File: config.mk
export PLATFORM = sky130hd
export DESIGN_NAME = mem_bus_arbiter
export DESIGN_NICKNAME = d
export VERILOG_FILES = /design/src/rtl/mem_bus_pkg.sv /design/src/rtl/mem_bus_arbiter_starve_ctr.sv /design/src/rtl/mem_bus_arbiter.sv
export SDC_FILE = /design/constraint.sdc
export NUM_CORES = 1
export LEC_CHECK = 0
export BUFFER_PORTS_ARGS = -buffer_cell sky130_fd_sc_hd__clkbuf_2
export CAP_MARGIN = 15
export CORE_MARGIN = 4
export CORE_UTILIZATION = 31
export DETAILED_ROUTE_END_ITERATION = 16
export PLACE_DENSITY = 0.6
export REMOVE_ABC_BUFFERS = 1
export SLEW_MARGIN = 30
export SYNTH_ARGS = -nofsm -noshare
export SYNTH_HDL_FRONTEND = slang
export SYNTH_SLANG_ARGS = --single-unit
File: constraint.sdc
create_clock -name clk -period 3.31 [get_ports clk]
set_input_delay 0 -clock clk [delete_from_list [all_inputs] [get_ports clk]]
set_output_delay 0 -clock clk [all_outputs]
set_load 0.1 [all_outputs]
File: src/rtl/mem_bus_pkg.sv
// Shared types for the memory bus arbiter: FSM states, transaction owner, access sizes.
package mem_bus_pkg;

    typedef enum logic [1:0] {
        IDLE = 2'd0,
        ADDR = 2'd1,
        DATA = 2'd2
    } state_t;

    typedef enum logic [1:0] {
        OWN_NONE = 2'd0,
        OWN_I    = 2'd1,
        OWN_D    = 2'd2
    } owner_t;

    localparam logic [1:0] SZ_BYTE = 2'd0;
    localparam logic [1:0] SZ_HALF = 2'd1;
    localparam logic [1:0] SZ_WORD = 2'd2;

endpackage

File: src/rtl/mem_bus_arbiter_starve_ctr.sv
// Saturating count of consecutive data grants taken while a fetch was waiting.
module arb_starve_ctr #(
    parameter int LIM = 4
) (
    input  logic clk,
    input  logic rst,
    input  logic inc,
    input  logic clr,
    output logic at_lim
);

    localparam int W = $clog2(LIM + 1);
    localparam logic [W-1:0] LIM_C = W'(LIM);
    localparam logic [W-1:0] ONE_C = W'(1);

    logic [W-1:0] cnt_r;
    logic [W-1:0] cnt_nxt_s;

    // Next count: clear wins over increment, increment stops at the limit.
    always_comb begin
        cnt_nxt_s = cnt_r;
        if (clr) begin
            cnt_nxt_s = {W{1'b0}};
        end else if (inc && (cnt_r != LIM_C)) begin
            cnt_nxt_s = cnt_r + ONE_C;
        end else begin
            cnt_nxt_s = cnt_r;
        end
    end

    // Count register with the limit flag registered alongside it.
    always_ff @(posedge clk or posedge rst) begin
        if (rst) begin
            cnt_r  <= {W{1'b0}};
            at_lim <= 1'b0;
        end else begin
            cnt_r  <= cnt_nxt_s;
            at_lim <= (cnt_nxt_s == LIM_C);
        end
    end

endmodule

File: src/rtl/mem_bus_arbiter.sv
// Shares one single-ported memory bus between instruction fetch and data access,
// one transaction at a time, data first with a fetch starvation guard.
module mem_bus_arbiter
    import mem_bus_pkg::*;
#(
    parameter int AW         = 32,
    parameter int DW         = 32,
    parameter int STARVE_LIM = 4
) (
    input  logic          clk,
    input  logic          rst,
    input  logic          i_req,
    input  logic [AW-1:0] i_addr,
    input  logic          i_cancel,
    output logic          i_addr_ok,
    output logic          i_data_ok,
    output logic [DW-1:0] i_rdata,
    input  logic          d_req,
    input  logic          d_wr,
    input  logic [1:0]    d_size,
    input  logic [AW-1:0] d_addr,
    input  logic [DW-1:0] d_wdata,
    output logic          d_addr_ok,
    output logic          d_data_ok,
    output logic [DW-1:0] d_rdata,
    output logic          m_req,
    output logic          m_wr,
    output logic [1:0]    m_size,
    output logic [AW-1:0] m_addr,
    output logic [DW-1:0] m_wdata,
    input  logic          m_addr_ok,
    input  logic          m_data_ok,
    input  logic [DW-1:0] m_rdata
);

    state_t state_r;
    owner_t owner_r;
    logic   drop_r;
    logic   starve_at_lim_s;
    logic   grant_d_s;
    logic   grant_i_s;
    logic   resp_s;

    arb_starve_ctr #(.LIM(STARVE_LIM)) u_starve (
        .clk    (clk),
        .rst    (rst),
        .inc    (grant_d_s & i_req),
        .clr    (grant_i_s | (grant_d_s & ~i_req)),
        .at_lim (starve_at_lim_s)
    );

    // Grant decision in IDLE and bus completion detection in ADDR/DATA.
    always_comb begin
        grant_d_s = 1'b0;
        grant_i_s = 1'b0;
        resp_s    = 1'b0;
        if ((state_r == IDLE) && !rst) begin
            grant_d_s = d_req && !(i_req && starve_at_lim_s);
            grant_i_s = i_req && !grant_d_s;
        end else begin
            grant_d_s = 1'b0;
            grant_i_s = 1'b0;
        end
        case (state_r)
            ADDR:    resp_s = m_addr_ok && m_data_ok;
            DATA:    resp_s = m_data_ok;
            default: resp_s = 1'b0;
        endcase
    end

    assign i_addr_ok = grant_i_s;
    assign d_addr_ok = grant_d_s;
    // A cancel arriving in the completion cycle itself must also swallow the response.
    assign i_data_ok = resp_s && (owner_r == OWN_I) && !drop_r && !i_cancel;
    assign d_data_ok = resp_s && (owner_r == OWN_D);
    assign i_rdata   = i_data_ok ? m_rdata : {DW{1'b0}};
    assign d_rdata   = d_data_ok ? m_rdata : {DW{1'b0}};

    // Transaction FSM with the latched bus request fields.
    always_ff @(posedge clk or posedge rst) begin
        if (rst) begin
            state_r <= IDLE;
            owner_r <= OWN_NONE;
            drop_r  <= 1'b0;
            m_req   <= 1'b0;
            m_wr    <= 1'b0;
            m_size  <= 2'd0;
            m_addr  <= {AW{1'b0}};
            m_wdata <= {DW{1'b0}};
        end else begin
            case (state_r)
                IDLE: begin
                    if (grant_d_s) begin
                        state_r <= ADDR;
                        owner_r <= OWN_D;
                        drop_r  <= 1'b0;
                        m_req   <= 1'b1;
                        m_wr    <= d_wr;
                        m_size  <= d_size;
                        m_addr  <= d_addr;
                        m_wdata <= d_wdata;
                    end else if (grant_i_s) begin
                        state_r <= ADDR;
                        owner_r <= OWN_I;
                        drop_r  <= i_cancel;
                        m_req   <= 1'b1;
                        m_wr    <= 1'b0;
                        m_size  <= SZ_WORD;
                        m_addr  <= i_addr;
                        m_wdata <= {DW{1'b0}};
                    end else begin
                        state_r <= IDLE;
                    end
                end
                ADDR: begin
                    if ((owner_r == OWN_I) && i_cancel) begin
                        drop_r <= 1'b1;
                    end else begin
                        drop_r <= drop_r;
                    end
                    if (m_addr_ok && m_data_ok) begin
                        state_r <= IDLE;
                        owner_r <= OWN_NONE;
                        drop_r  <= 1'b0;
                        m_req   <= 1'b0;
                    end else if (m_addr_ok) begin
                        state_r <= DATA;
                        m_req   <= 1'b0;
                    end else begin
                        state_r <= ADDR;
                    end
                end
                DATA: begin
                    if ((owner_r == OWN_I) && i_cancel) begin
                        drop_r <= 1'b1;
                    end else begin
                        drop_r <= drop_r;
                    end
                    if (m_data_ok) begin
                        state_r <= IDLE;
                        owner_r <= OWN_NONE;
                        drop_r  <= 1'b0;
                    end else begin
                        state_r <= DATA;
                    end
                end
                default: begin
                    state_r <= IDLE;
                    owner_r <= OWN_NONE;
                    drop_r  <= 1'b0;
                    m_req   <= 1'b0;
                end
            endcase
        end
    end

endmodule
# Yosys cells after proc, flatten, opt, wreduce, memory -nomap -nowiden
# Cells that the tools add are included.
# totals
latch_bits,0
output_inout_bits,136
ramBits,0
mem_bits_ro,0
n_memories,0
reg_bits,77
input_bits,138
word_cells,84
# classes
n_bitwise,5
div,0
add_sub_neg,1
multipliers,0
n_eq_ne,10
n_reduce_logical,21
n_shift,0
magnitude_cmp,0
n_mux,37
# ops
cell,count
$mux W32,6
$mux W2,9
$mux W1,15
$pmux W2 S3,2
$logic_and A1 B1 Y1,11
$ne A3 B3 Y1 const B,3
$mux W3,2
$pmux W1 S3,2
$reduce_and A3 Y1,2
$logic_not A1 Y1,5
$eq A2 B1 Y1 const B,2
$eq A2 B2 Y1 const B,2
$ne A2 B2 Y1 const B,2
$add A3 B1 Y3 const B,1
$eq A3 B3 Y1 const B,1
$and A1 B1 Y1,2
$logic_not A2 Y1,1
$not A1 Y1,2
$pmux W1 S2,1
$reduce_and A2 Y1,1
$reduce_bool A2 Y1,1
$or A1 B1 Y1,1

# Longest topological paths before layout
# Gate-level depths: netlist (run 1).
# logic_depth
depth_word,9
mapped_depth,8

# Modules after synthesis
# From an unflattened synthesis (run 1), not the netlist that was laid out.
# unflattened
cells_unflattened,424
area_unflattened_um2,3971.3
# modules_own_cells
mod,area_each_um2,instances,seq_area_each_um2,cells_each
mem_bus_arbiter,3747.3,1,1826.8,404
arb_starve_ctr,224.0,1,100.1,20

# Worst setup path after synthesis (run 1)
# OpenSTA, ideal clock, no wires.
# synth_timing
path_type,input-to-reg
start,in rst
end,reg m_size[0]
stages,6
path_buffers,1
arrival_ns,2.925
required_time_ns,3.227
setup_slack_ns,0.302
path_cell_list,inv_1 -> nand3_1 -> inv_2 -> buf_2 -> nand2_1 -> o21ai_0
# synth_via
elab_chain_cells,5
elab_cells_between_ends,7
cone_classes,mux: 3; reduce/logical: 4
# synth_rtl
item,line,source
from (decl),mem_bus_arbiter.sv:11,"input logic rst,"
$logic_not A1 Y1 (no line) (*),--,
$logic_and A1 B1 Y1 (*),mem_bus_arbiter.sv:57,if ((state_r == IDLE) && !rst) begin
$mux W1 (*),mem_bus_arbiter.sv:57,
via d_addr_ok,mem_bus_arbiter.sv:23,"output logic d_addr_ok,"
$reduce_bool A2 Y1 (no line),--,
$reduce_and A2 Y1 (no line),--,
to (signal assigned),mem_bus_arbiter.sv:99,m_size <= d_size;
to (decl),mem_bus_arbiter.sv:28,"output logic [1:0] m_size,"
# The timed path passes the listed nets; every way through them passes the cells marked *.
# A chain may end at the register's enable or synchronous reset.

# Worst setup path after layout (run 1)
# layout_timing
start,reg state_r[1]
end,reg m_addr[5]
# layout_via
elab_chain_cells,5
elab_cells_between_ends,7
cone_classes,mux: 3; reduce/logical: 4
# layout_rtl
item,line,source
from (decl),mem_bus_arbiter.sv:36,state_t state_r;
from (signal assigned),mem_bus_arbiter.sv:82,state_r <= IDLE;
from (signal assigned),mem_bus_arbiter.sv:94,state_r <= ADDR;
from (signal assigned),mem_bus_arbiter.sv:103,state_r <= ADDR;
$logic_not A2 Y1 (*),"mem_bus_arbiter.sv:57, mem_bus_arbiter.sv:91",
$logic_and A1 B1 Y1,mem_bus_arbiter.sv:57,
$mux W1,mem_bus_arbiter.sv:57,
$reduce_bool A2 Y1 (no line),--,
$reduce_and A2 Y1 (no line),--,
to (signal assigned),mem_bus_arbiter.sv:88,m_addr <= {AW{1'b0}};
to (signal assigned),mem_bus_arbiter.sv:100,m_addr <= d_addr;
to (signal assigned),mem_bus_arbiter.sv:109,m_addr <= i_addr;
to (decl),mem_bus_arbiter.sv:29,"output logic [AW-1:0] m_addr,"
# Every way passes the cells marked *; elsewhere a longest branch is shown, timed or not.

==> impl_metrics.json, run 1 <==
{
  "finalWirelength_um": 14700,
  "ys.flop_type": "dfrtp_1",
  "die_h_um": 120,
  "relSlewSlack_pct": 51.8,
  "crit_path_start_kind": "flop",
  "syn_area_per_cell_um2": 8.32,
  "first_pass_iters": 7,
  "syn2layout_area_growth_pct": 74.1,
  "ys_types": 37,
  "cts_tree": "built",
  "start_util_pct": 32.0,
  "slowest_stage": "and3b_1",
  "drt-wirelength-per-cell_um": 14.6,
  "ys_warn_count": 0,
  "grt_pass1_vias": 4702,
  "rsz0062_at_grt": "false",
  "core_region_area_um2": 12200,
  "critical_path_buf_inv_count": 3,
  "rows": 40,
  "p_per_area_nw_per_um2": 1100,
  "clkLatencyLatePin_ps": 320,
  "crit_arrival_ps": 3000,
  "outcome": "completed",
  "pin_count": 274,
  "crit_chain": "inv_1, ha_1, and3b_1, buf_4, nand2_1, a31oi_1, dlygate4sd3_1",
  "numPortBuffers": 273,
  "crit_path_end_kind": "flop",
  "power_w": 0.00746,
  "cts_sinks": 77,
  "worst_slew_pin_slew_ps": 723,
  "leakagePower_nw": 3.55,
  "dp_slack_ps": 1060,
  "fp.dieArea_um2": 14400,
  "fin_crit_sh_pct": 82.9,
  "path_delay_family": "buffers and inverters",
  "syn-cell-area_um2": 3890,
  "maxSlewViolCount": 0,
  "crit_path_max_fanout": 23,
  "initialDrtViolationCount": 140,
  "routed_via_density": 4.54,
  "setup_slack_ps": 566,
  "antenna_found_initial": 2,
  "post-route-drc-count": 0,
  "min_path_type": "primary input to flop",
  "cap_violations": 0,
  "yosysTopAreaCell": "dfrtp_1",
  "hold_violations": 0,
  "synth_seq_cells": 77,
  "synth_area_leaders": "dfrtp_1 (49%), nand2_1 (13%), and2_1 (10%), a31oi_1 (5.6%), o21ai_0 (4.8%)",
  "yosysTopAreaCellShare_pct": 49.5,
  "ant_nets": 0,
  "finalSetupViolCount": 0,
  "fin_crit_ps": 2740,
  "cts_resized": 0,
  "clock_skew_ps": 5.99,
  "critPathKind": "flop to flop",
  "layout_commonest_cell": "clkbuf_2",
  "max-vdd-ir-drop_v": 0.000826,
  "grtUsageTotal_pct": 19.9,
  "drive_gt1_share_pct": 36.8,
  "htreeDepth": 3,
  "fin_nets": 974,
  "crit_required_ps": 3570,
  "seq_area_frac_synth_pct": 49.5,
  "clockBufferDepth": 2,
  "clockRootBuffer": "clkbuf_16",
  "hpwl_um": 10300,
  "vias": 4567,
  "layout_common_cells": "clkbuf_2 (273), nand2_1 (134), dlygate4sd3_1 (102)",
  "overflow": 0,
  "critPathMaxStageDelay_ps": 590,
  "cts_made_buffers": 9,
  "grt_pass1_wl_um": 23300,
  "async_reset_ff_share_pct": 100,
  "clk_pin_slew_ps": 60,
  "max_freq_mhz": 364,
  "grt_max_degree": 79,
  "die_w_um": 120,
  "synth_enable_flop_cells": 0,
  "syn_inst": 468,
  "fillerInstances": 1100,
  "place_congestion": 0.918
}
## kinds of logic after synthesis
group | count (synthesis) | share of synthesized area [%]
DFF | 77 | 49.5
muxes | 2 | 0.546
AOI/OAI and AO/OA | 84 | 12.8
adders and majority gates | 6 | 1.93
xor gates and xnor gates | 1 | 0.225
buffers and inverters | 42 | 4.63
and+or+nand+nor | 256 | 30.4
## metal layers
metal / wire, um / GRT usage [%] / vias to the layer above
met5: 0 / 0 / -
met4: 213 / 5.73 / 0
met3: 1500 / 7.16 / 12
met2: 7390 / 35.4 / 202
met1: 5580 / 22.2 / 2110
li1: - / - / 2243
## final timing paths
check                           startpoint    endpoint  slack (ps)  cells past startpoint
worst max-delay path            state_r[1]   m_addr[5]         570                      7
worst min-delay path             m_addr_ok  state_r[1]          20                      3
worst max register to register  state_r[1]   m_addr[5]         570                      7
worst min register to register   m_size[1]   m_size[1]         520                      2
max in group asynchronous              rst  m_addr[31]        2320                      4
min in group asynchronous              rst  m_addr[18]         490                      4
## report_power, final
part           internal [W]  leakage [nW]  switching (W)
Sequential          0.00136         0.953       0.000259
Combinational      0.000925          2.42        0.00378
Clock              0.000742         0.170       0.000396
## synth_stat cells, drive strengths merged, types with 2 or more instances
cell type / count
ha: 6
a31oi: 35
clkbuf: 22
and3: 2
nand2: 134
o21ai: 37
nor2: 40
dfrtp: 77
a21boi: 2
nor3: 4
buf: 10
a21oi: 3
nand3b: 2
nand2b: 4
and2: 64
nor2b: 2
inv: 10
## final cells by class
cell class | count | area, um2 | area share [%]
repair buffers | 383 | 2450 | 36.2
clock buffers | 9 | 225 | 3.32
flip-flops and latches | 77 | 1930 | 28.4
inverters | 10 | 38.8 | 0.572
multi-input cells | 349 | 1800 | 26.6
well taps | 168 | 210 | 3.10
diodes | 2 | 5.00 | 0.0738
clock inverters | 7 | 121 | 1.79
## state kept, by name (all words and copies together), names as in the netlist
signal	cells
u_starve.cnt_r	3
m_wr	1
state_r	2
m_addr	32
m_size	2
m_req	1
owner_r	2
m_wdata	32
drop_r	1
u_starve.at_lim	1
## timing repair
item / CTS / global route
hold buffers: 102 / 0
hold endpoints to repair: 146 / 0
buffers inserted: 0 / 0
## worst register-to-register path, cell delays in order, from the launching register on
cell and delay (ps):
dfrtp_1 400, inv_1 90, ha_1 340, and3b_1 590
buf_4 390, nand2_1 100, a31oi_1 210, dlygate4sd3_1 570
## per-stage QoR
stage | utilization [%] | setup TNS, ps | hold WS [ps] | area, um2 | instances
2_1_floorplan | - | -134070 | 73.5 | 3750 | 436
3_3_place_gp | 44.4 | 0 | 201 | 5400 | 885
3_5_place_dp | 44.5 | 0 | 209 | 5410 | 885
4_1_cts | 55.7 | 0 | 5.77 | 6780 | 1003
5_1_grt | 55.8 | 0 | 16.5 | 6780 | 1005
6_report | 55.8 | 0 | 21.5 | 6780 | 1005
(Power assumes the default switching activity.)
==> run 2: changes to the inputs <==
--- a/config.mk
+++ b/config.mk
@@ -5,12 +5,13 @@
 export SDC_FILE = /design/constraint.sdc
 export NUM_CORES = 1
 export LEC_CHECK = 0
+export ABC_AREA = 1
 export BUFFER_PORTS_ARGS = -buffer_cell sky130_fd_sc_hd__clkbuf_2
 export CAP_MARGIN = 15
 export CORE_MARGIN = 4
 export CORE_UTILIZATION = 31
 export DETAILED_ROUTE_END_ITERATION = 16
-export PLACE_DENSITY = 0.6
+export PLACE_DENSITY = 0.61
 export REMOVE_ABC_BUFFERS = 1
 export SLEW_MARGIN = 30
 export SYNTH_ARGS = -nofsm -noshare
==> constraint.sdc (replaced) <==
create_clock -name clk -period 2.8 [get_ports clk]
set_input_delay 0 -clock clk [delete_from_list [all_inputs] [get_ports clk]]
set_output_delay 0 -clock clk [all_outputs]
set_load 0.1 [all_outputs]
==> run 2 against run 1 <==
  * Via count is 0.59% lower
  * Synthesized cell count is 4.3% lower
  * Largest power group unchanged
  * Area after synthesis is 4.5% lower
==> impl_metrics.json, run 2 <==
{
  "crit_path_max_fanout": 37,
  "cts_sinks": 77,
  "cts_resized": 0,
  "slowest_stage": "nor2_4",
  "crit_path_end_kind": "flop",
  "crit_required_ps": 3010,
  "grt.met2_usage_pct": 38.7,
  "crit_chain": "inv_1, ha_1, nand2_2, nor2_8, nor2_4, inv_4, o21ai_0, inv_1",
  "outcome": "completed",
  "crit_path_start_kind": "flop",
  "ys.flop_type": "dfrtp_1",
  "async_reset_ff_share_pct": 100,
  "yosysMostFrequentCell": "nor2_1",
  "use_met3_pct": 5.29,
  "placed_cells": 845,
  "synth_seq_cells": 77,
  "post-route-drc-count": 0,
  "yosysTopAreaCellShare_pct": 51.8,
  "critPathKind": "flop to flop",
  "utilization_pct": 55.4,
  "fin_crit_sh_pct": 88.5,
  "routed_via_density": 4.79,
  "leakagePower_nw": 3.64,
  "synthTopCellsByCount": "nor2_1 (101), dfrtp_1 (77), nand2_1 (60), inv_1 (54), o21ai_0 (35)",
  "drt-wirelength-per-cell_um": 15.5,
  "layout_common_cells": "clkbuf_2 (272), nor2_1 (101), dlygate4sd3_1 (88)",
  "reg2reg_slack_ps": 320,
  "max_freq_mhz": 404,
  "clock_skew_ps": 5.90,
  "fp.dieArea_um2": 13800,
  "place_congestion": 0.806,
  "maxSlewViolCount": 0,
  "die_w_um": 118,
  "ys_types": 27,
  "rsz0062_at_grt": "false",
  "rows": 39,
  "first_pass_iters": 5,
  "clkLatencyLatePin_ps": 330,
  "antenna_found_initial": 0,
  "seq_area_frac_synth_pct": 51.8,
  "finalWirelength_um": 14700,
  "core_region_area_um2": 11600,
  "fin_nets": 945,
  "pin_count": 274,
  "max-vdd-ir-drop_v": 0.00105,
  "min_path_type": "primary input to flop",
  "finalSetupViolCount": 0,
  "vias": 4540,
  "grt_pass1_vias": 4767,
  "syn_area_per_cell_um2": 8.31,
  "grtUsageTotal_pct": 20.6,
  "numPortBuffers": 273,
  "stdcell_count": 948,
  "critPathMaxStageDelay_ps": 690,
  "hold_violations": 0,
  "cts_setup_buffers": 0,
  "fin_crit_ps": 2480,
  "syn_inst": 448,
  "crit_arrival_ps": 2690,
  "ant_nets": 0,
  "clk_pin_slew_ps": 60,
  "drive_gt1_share_pct": 37.3,
  "antennaDiodeCount": 0,
  "clockRootBuffer": "clkbuf_16",
  "cts_made_buffers": 9,
  "layout_commonest_cell": "clkbuf_2",
  "grt_pass1_wl_um": 23300,
  "overflow": 0,
  "die_h_um": 118,
  "relSlewSlack_pct": 40.7,
  "use_met1_pct": 21.1,
  "hpwl_um": 10100,
  "grt_max_degree": 75,
  "worst_slew_pin_slew_ps": 888,
  "top_regs": "m_addr (32), m_wdata (32), u_starve.cnt_r (3)",
  "clockBufferDepth": 2,
  "synth_enable_flop_cells": 0,
  "syn-cell-area_um2": 3720,
  "cap_violations": 0,
  "grt_busiest_layer": "met2",
  "p_per_area_nw_per_um2": 1320,
  "ys_warn_count": 0,
  "syn2layout_area_growth_pct": 72.1,
  "crit_top_cell": "inv_1",
  "htreeDepth": 3,
  "yosysTopAreaCell": "dfrtp_1",
  "start_util_pct": 32.2,
  "initialDrtViolationCount": 216,
  "synth_area_leaders": "dfrtp_1 (52%), nor2_1 (10%), a22o_1 (8.0%), nand2_1 (6.1%), inv_1 (5.4%)",
  "cts_tree": "built"
}
-- run 2: area by class of cell --
type                            count  area [um2]
Multi-Input combinational cell    290        1460
Inverter                           56         214
Tap cell                          143         179
Sequential cell                    77        1930
Clock inverter                      5        60.1
Clock buffer                       10         239
Fill cell                        1012        5160
Timing Repair Buffer              367        2320
-- run 2: what timing repair did --
item                       CTS  global route
setup endpoints to repair    0             0
hold buffers                88             0
hold endpoints to repair    71             0
-- run 2: worst paths after layout --
check,startpoint,endpoint,cells past startpoint
max,state_r[0],state_r[0],8
min,i_addr[15],m_addr[15],3
max reg2reg,state_r[0],state_r[0],8
min reg2reg,m_req,m_req,2
max in group asynchronous,rst,m_addr[31],4
min in group asynchronous,rst,drop_r,3
-- run 2: cells by family after synthesis --
kind of cell    count (synthesis)  share of synthesized area, %
simple gates                  176                          18.9
flops                          77                          51.8
fa+ha+maj                       6                          2.02
xor+xnor                        1                         0.235
compound gates                107                          18.1
buf+inv                        81                          8.98
-- run 2: worst max-delay path, delay by kind of cell (launching register included) --
| kind | cells | cell delay [ps] |
|---|---|---|
| DFF | 1 | 370 |
| buffers and inverters | 3 | 450 |
| AOI/OAI and AO/OA | 1 | 270 |
| and+or+nand+nor | 3 | 970 |
| adders and majority gates | 1 | 300 |
-- run 2: power by group --
part	internal [W]	leakage, nW	total, W	switching [W]
Sequential	0.00162	0.951	0.00195	0.000331
Combinational	0.000879	2.54	0.00533	0.00445
Clock	0.000712	0.145	0.00117	0.000456
Total	0.00321	3.64	0.00845	0.00524
-- run 2: per-layer routing --
metal | part of all wire (%) | vias to the layer above
met1 | 35 | 2101
met5 | 0 | -
met4 | 3.6 | 0
li1 | - | 2133
met2 | 53 | 265
met3 | 8.4 | 41
-- run 2: per-stage QoR --
stage | total power [W] | instance area (um2) | hold WS (ps) | setup TNS (ps) | worst slack, ps
floorplan | 0.00620 | 3600 | 139 | -76730 | -2370
global placement | 0.00713 | 5220 | -130 | 0 | 406
detailed placement | 0.00717 | 5220 | -128 | 0 | 350
CTS | 0.00846 | 6400 | 0.545 | 0 | 325
global route | 0.00879 | 6400 | 20.1 | 0 | 118
finish | 0.00845 | 6400 | 10.1 | 0 | 323
==> run 3: changes to the inputs <==
--- a/config.mk
+++ b/config.mk
@@ -8,12 +8,16 @@
 export ABC_AREA = 1
 export BUFFER_PORTS_ARGS = -buffer_cell sky130_fd_sc_hd__clkbuf_2
 export CAP_MARGIN = 15
+export CELL_PAD_IN_SITES_DETAIL_PLACEMENT = 1
+export CELL_PAD_IN_SITES_GLOBAL_PLACEMENT = 1
 export CORE_MARGIN = 4
-export CORE_UTILIZATION = 31
+export CORE_UTILIZATION = 27
 export DETAILED_ROUTE_END_ITERATION = 16
-export PLACE_DENSITY = 0.61
+export HOLD_SLACK_MARGIN = 0.15
+export PLACE_DENSITY = 0.77
 export REMOVE_ABC_BUFFERS = 1
 export SLEW_MARGIN = 30
 export SYNTH_ARGS = -nofsm -noshare
 export SYNTH_HDL_FRONTEND = slang
 export SYNTH_SLANG_ARGS = --single-unit
+export TNS_END_PERCENT = 5
==> run 3 against run 2 <==
  * Via count grew 5.5%
  * Clock-buffer cell count grew 1
  * Highest routed layer unchanged
  * Critical endpoint is now u_starve.at_lim
  * Clock power is essentially flat
  * Routed wire length grew 23%
  * Hold slack gained 220 ps
  * Flip-flop and latch count is the same
==> impl_metrics.json, run 3 (synthesized netlist as in run 2, its figures left out) <==
{
  "crit_required_ps": 3060,
  "first_pass_iters": 4,
  "layout_common_cells": "clkbuf_2 (272), dlygate4sd3_1 (105), nor2_1 (101)",
  "fin_crit_ps": 2340,
  "overflow": 0,
  "grtUsageTotal_pct": 22.4,
  "critPathKind": "flop to flop",
  "slowest_stage": "buf_4",
  "p_clk_share_pct": 13.4,
  "numPortBuffers": 273,
  "place_area_um2": 5250,
  "htreeDepth": 3,
  "antenna_found_initial": 2,
  "rows": 42,
  "maxSlewViolCount": 0,
  "cts_made_buffers": 9,
  "crit_path_max_fanout": 52,
  "fin_nets": 963,
  "clk_pin_slew_ps": 60,
  "pin_count": 274,
  "crit_path_start_kind": "flop",
  "fillerInstances": 1619,
  "p_sw_share_pct": 62.6,
  "seqPwrFrac_pct": 23.0,
  "ant_nets": 0,
  "cts_tree": "built",
  "p_switching_w": 0.00538,
  "comb_power_share_pct": 63.6,
  "die_h_um": 125,
  "hold_violations": 0,
  "dp_slack_ps": 314,
  "post-route-drc-count": 0,
  "p_per_area_nw_per_um2": 1300,
  "place_congestion": 0.890,
  "stdcell_area_um2": 6610,
  "crit_arrival_ps": 2610,
  "cap_violations": 0,
  "start_util_pct": 27.9,
  "fin_crit_sh_pct": 83.7,
  "critPathMaxStageDelay_ps": 510,
  "cts_sinks": 77,
  "grt_pass1_wl_um": 28300,
  "clock_skew_ps": 6.92,
  "setup_slack_ps": 457,
  "routed_via_density": 4.79,
  "clockRootBuffer": "clkbuf_16",
  "crit_top_cell": "nand2_1",
  "core_region_area_um2": 13300,
  "clkLatencyLatePin_ps": 330,
  "fp.dieArea_um2": 15700,
  "p_int_w": 0.00321,
  "crit_path_end_kind": "flop",
  "drt-wirelength-per-cell_um": 17.9,
  "max_freq_mhz": 427,
  "top_regs": "m_addr (32), m_wdata (32), u_starve.cnt_r (3)",
  "rsz0062_at_grt": "false",
  "cts_resized": 0,
  "drive_gt1_share_pct": 36.5,
  "leakagePower_nw": 3.71,
  "grt_max_degree": 72,
  "initialDrtViolationCount": 202,
  "die_w_um": 125,
  "hpwl_um": 11100,
  "vias": 4790,
  "worst_slew_pin_slew_ps": 797,
  "min_path_type": "primary input to flop",
  "crit_chain": "inv_1, ha_1, nand2_2, nor2_8, buf_4, nand2_1, nand2_1, nand2_1, nand2_1, nand2_1, nor2_1",
  "finalSetupViolCount": 0,
  "syn2layout_area_growth_pct": 77.5,
  "finalWirelength_um": 18000,
  "clockBufferDepth": 2,
  "grt_pass1_vias": 5292,
  "relSlewSlack_pct": 46.8,
  "max-vdd-ir-drop_v": 0.000921,
  "hold_ws_ps": 234,
  "outcome": "completed",
  "layout_commonest_cell": "clkbuf_2"
}
==> run 3: critical path: cells and delay by family (launching register included) <==
family / cells / cell delay (ps)
flip-flops: 1 / 410
adder cells (fa/ha/maj): 1 / 300
AND/OR/NAND/NOR: 8 / 970
buffers and inverters: 2 / 610
==> run 3: what timing repair did <==
action | in CTS | in global routing
endpoints found under the hold margin | 78 | 0
endpoints found under the setup margin | 0 | 2
setup buffers | 0 | 0
hold buffers | 105 | 0
==> run 3: stage by stage <==
| stage | TNS, ps | cells | total power, W | util, % |
|---|---|---|---|---|
| 2_1_floorplan | -76730 | 423 | 0.00620 | - |
| 3_3_place_gp | 0 | 878 | 0.00712 | 39.3 |
| 3_5_place_dp | 0 | 878 | 0.00723 | 39.3 |
| 4_1_cts | 0 | 998 | 0.00853 | 49.4 |
| 5_1_grt | 0 | 1001 | 0.00894 | 49.5 |
| 6_report | 0 | 1001 | 0.00860 | 49.5 |
==> run 3: layout make-up <==
cell class	instances	area (um2)	area share, %
timing repair buffer	384	2480	37.6
inverter	56	214	3.24
antenna	2	5.00	0.0758
multi-input combinational	291	1470	22.2
sequential	77	1930	29.2
clock inverter	4	48.8	0.739
tap	176	220	3.33
clock buffer	11	243	3.67
==> run 3: worst paths after layout <==
check / from / endpoint / slack (ps) / depth (start not counted)
max: state_r[0] / u_starve.at_lim / 460 / 11
max reg2reg: state_r[0] / u_starve.at_lim / 460 / 11
min reg2reg: m_req / m_req / 490 / 2
min in group asynchronous: rst / u_starve.cnt_r[1] / 470 / 4
max in group asynchronous: rst / owner_r[1] / 1780 / 4
min: i_req / u_starve.cnt_r[0] / 230 / 5
==> run 3: layer usage <==
layer	routed length, um	GRT usage [%]
met5	0	0
met2	9190	39.7
met3	1310	5.50
met1	6780	25.7
met4	676	9.38
==> run 3: power by group through the flow <==
stage / Clock (W) / Combinational [W] / Sequential [W]
2_1_floorplan: 0 / 0.000976 / 0.00523
3_3_place_gp: 0 / 0.00519 / 0.00194
3_5_place_dp: 0 / 0.00528 / 0.00194
4_1_cts: 0.00118 / 0.00540 / 0.00195
5_1_grt: 0.00123 / 0.00568 / 0.00203
6_report: 0.00115 / 0.00546 / 0.00198
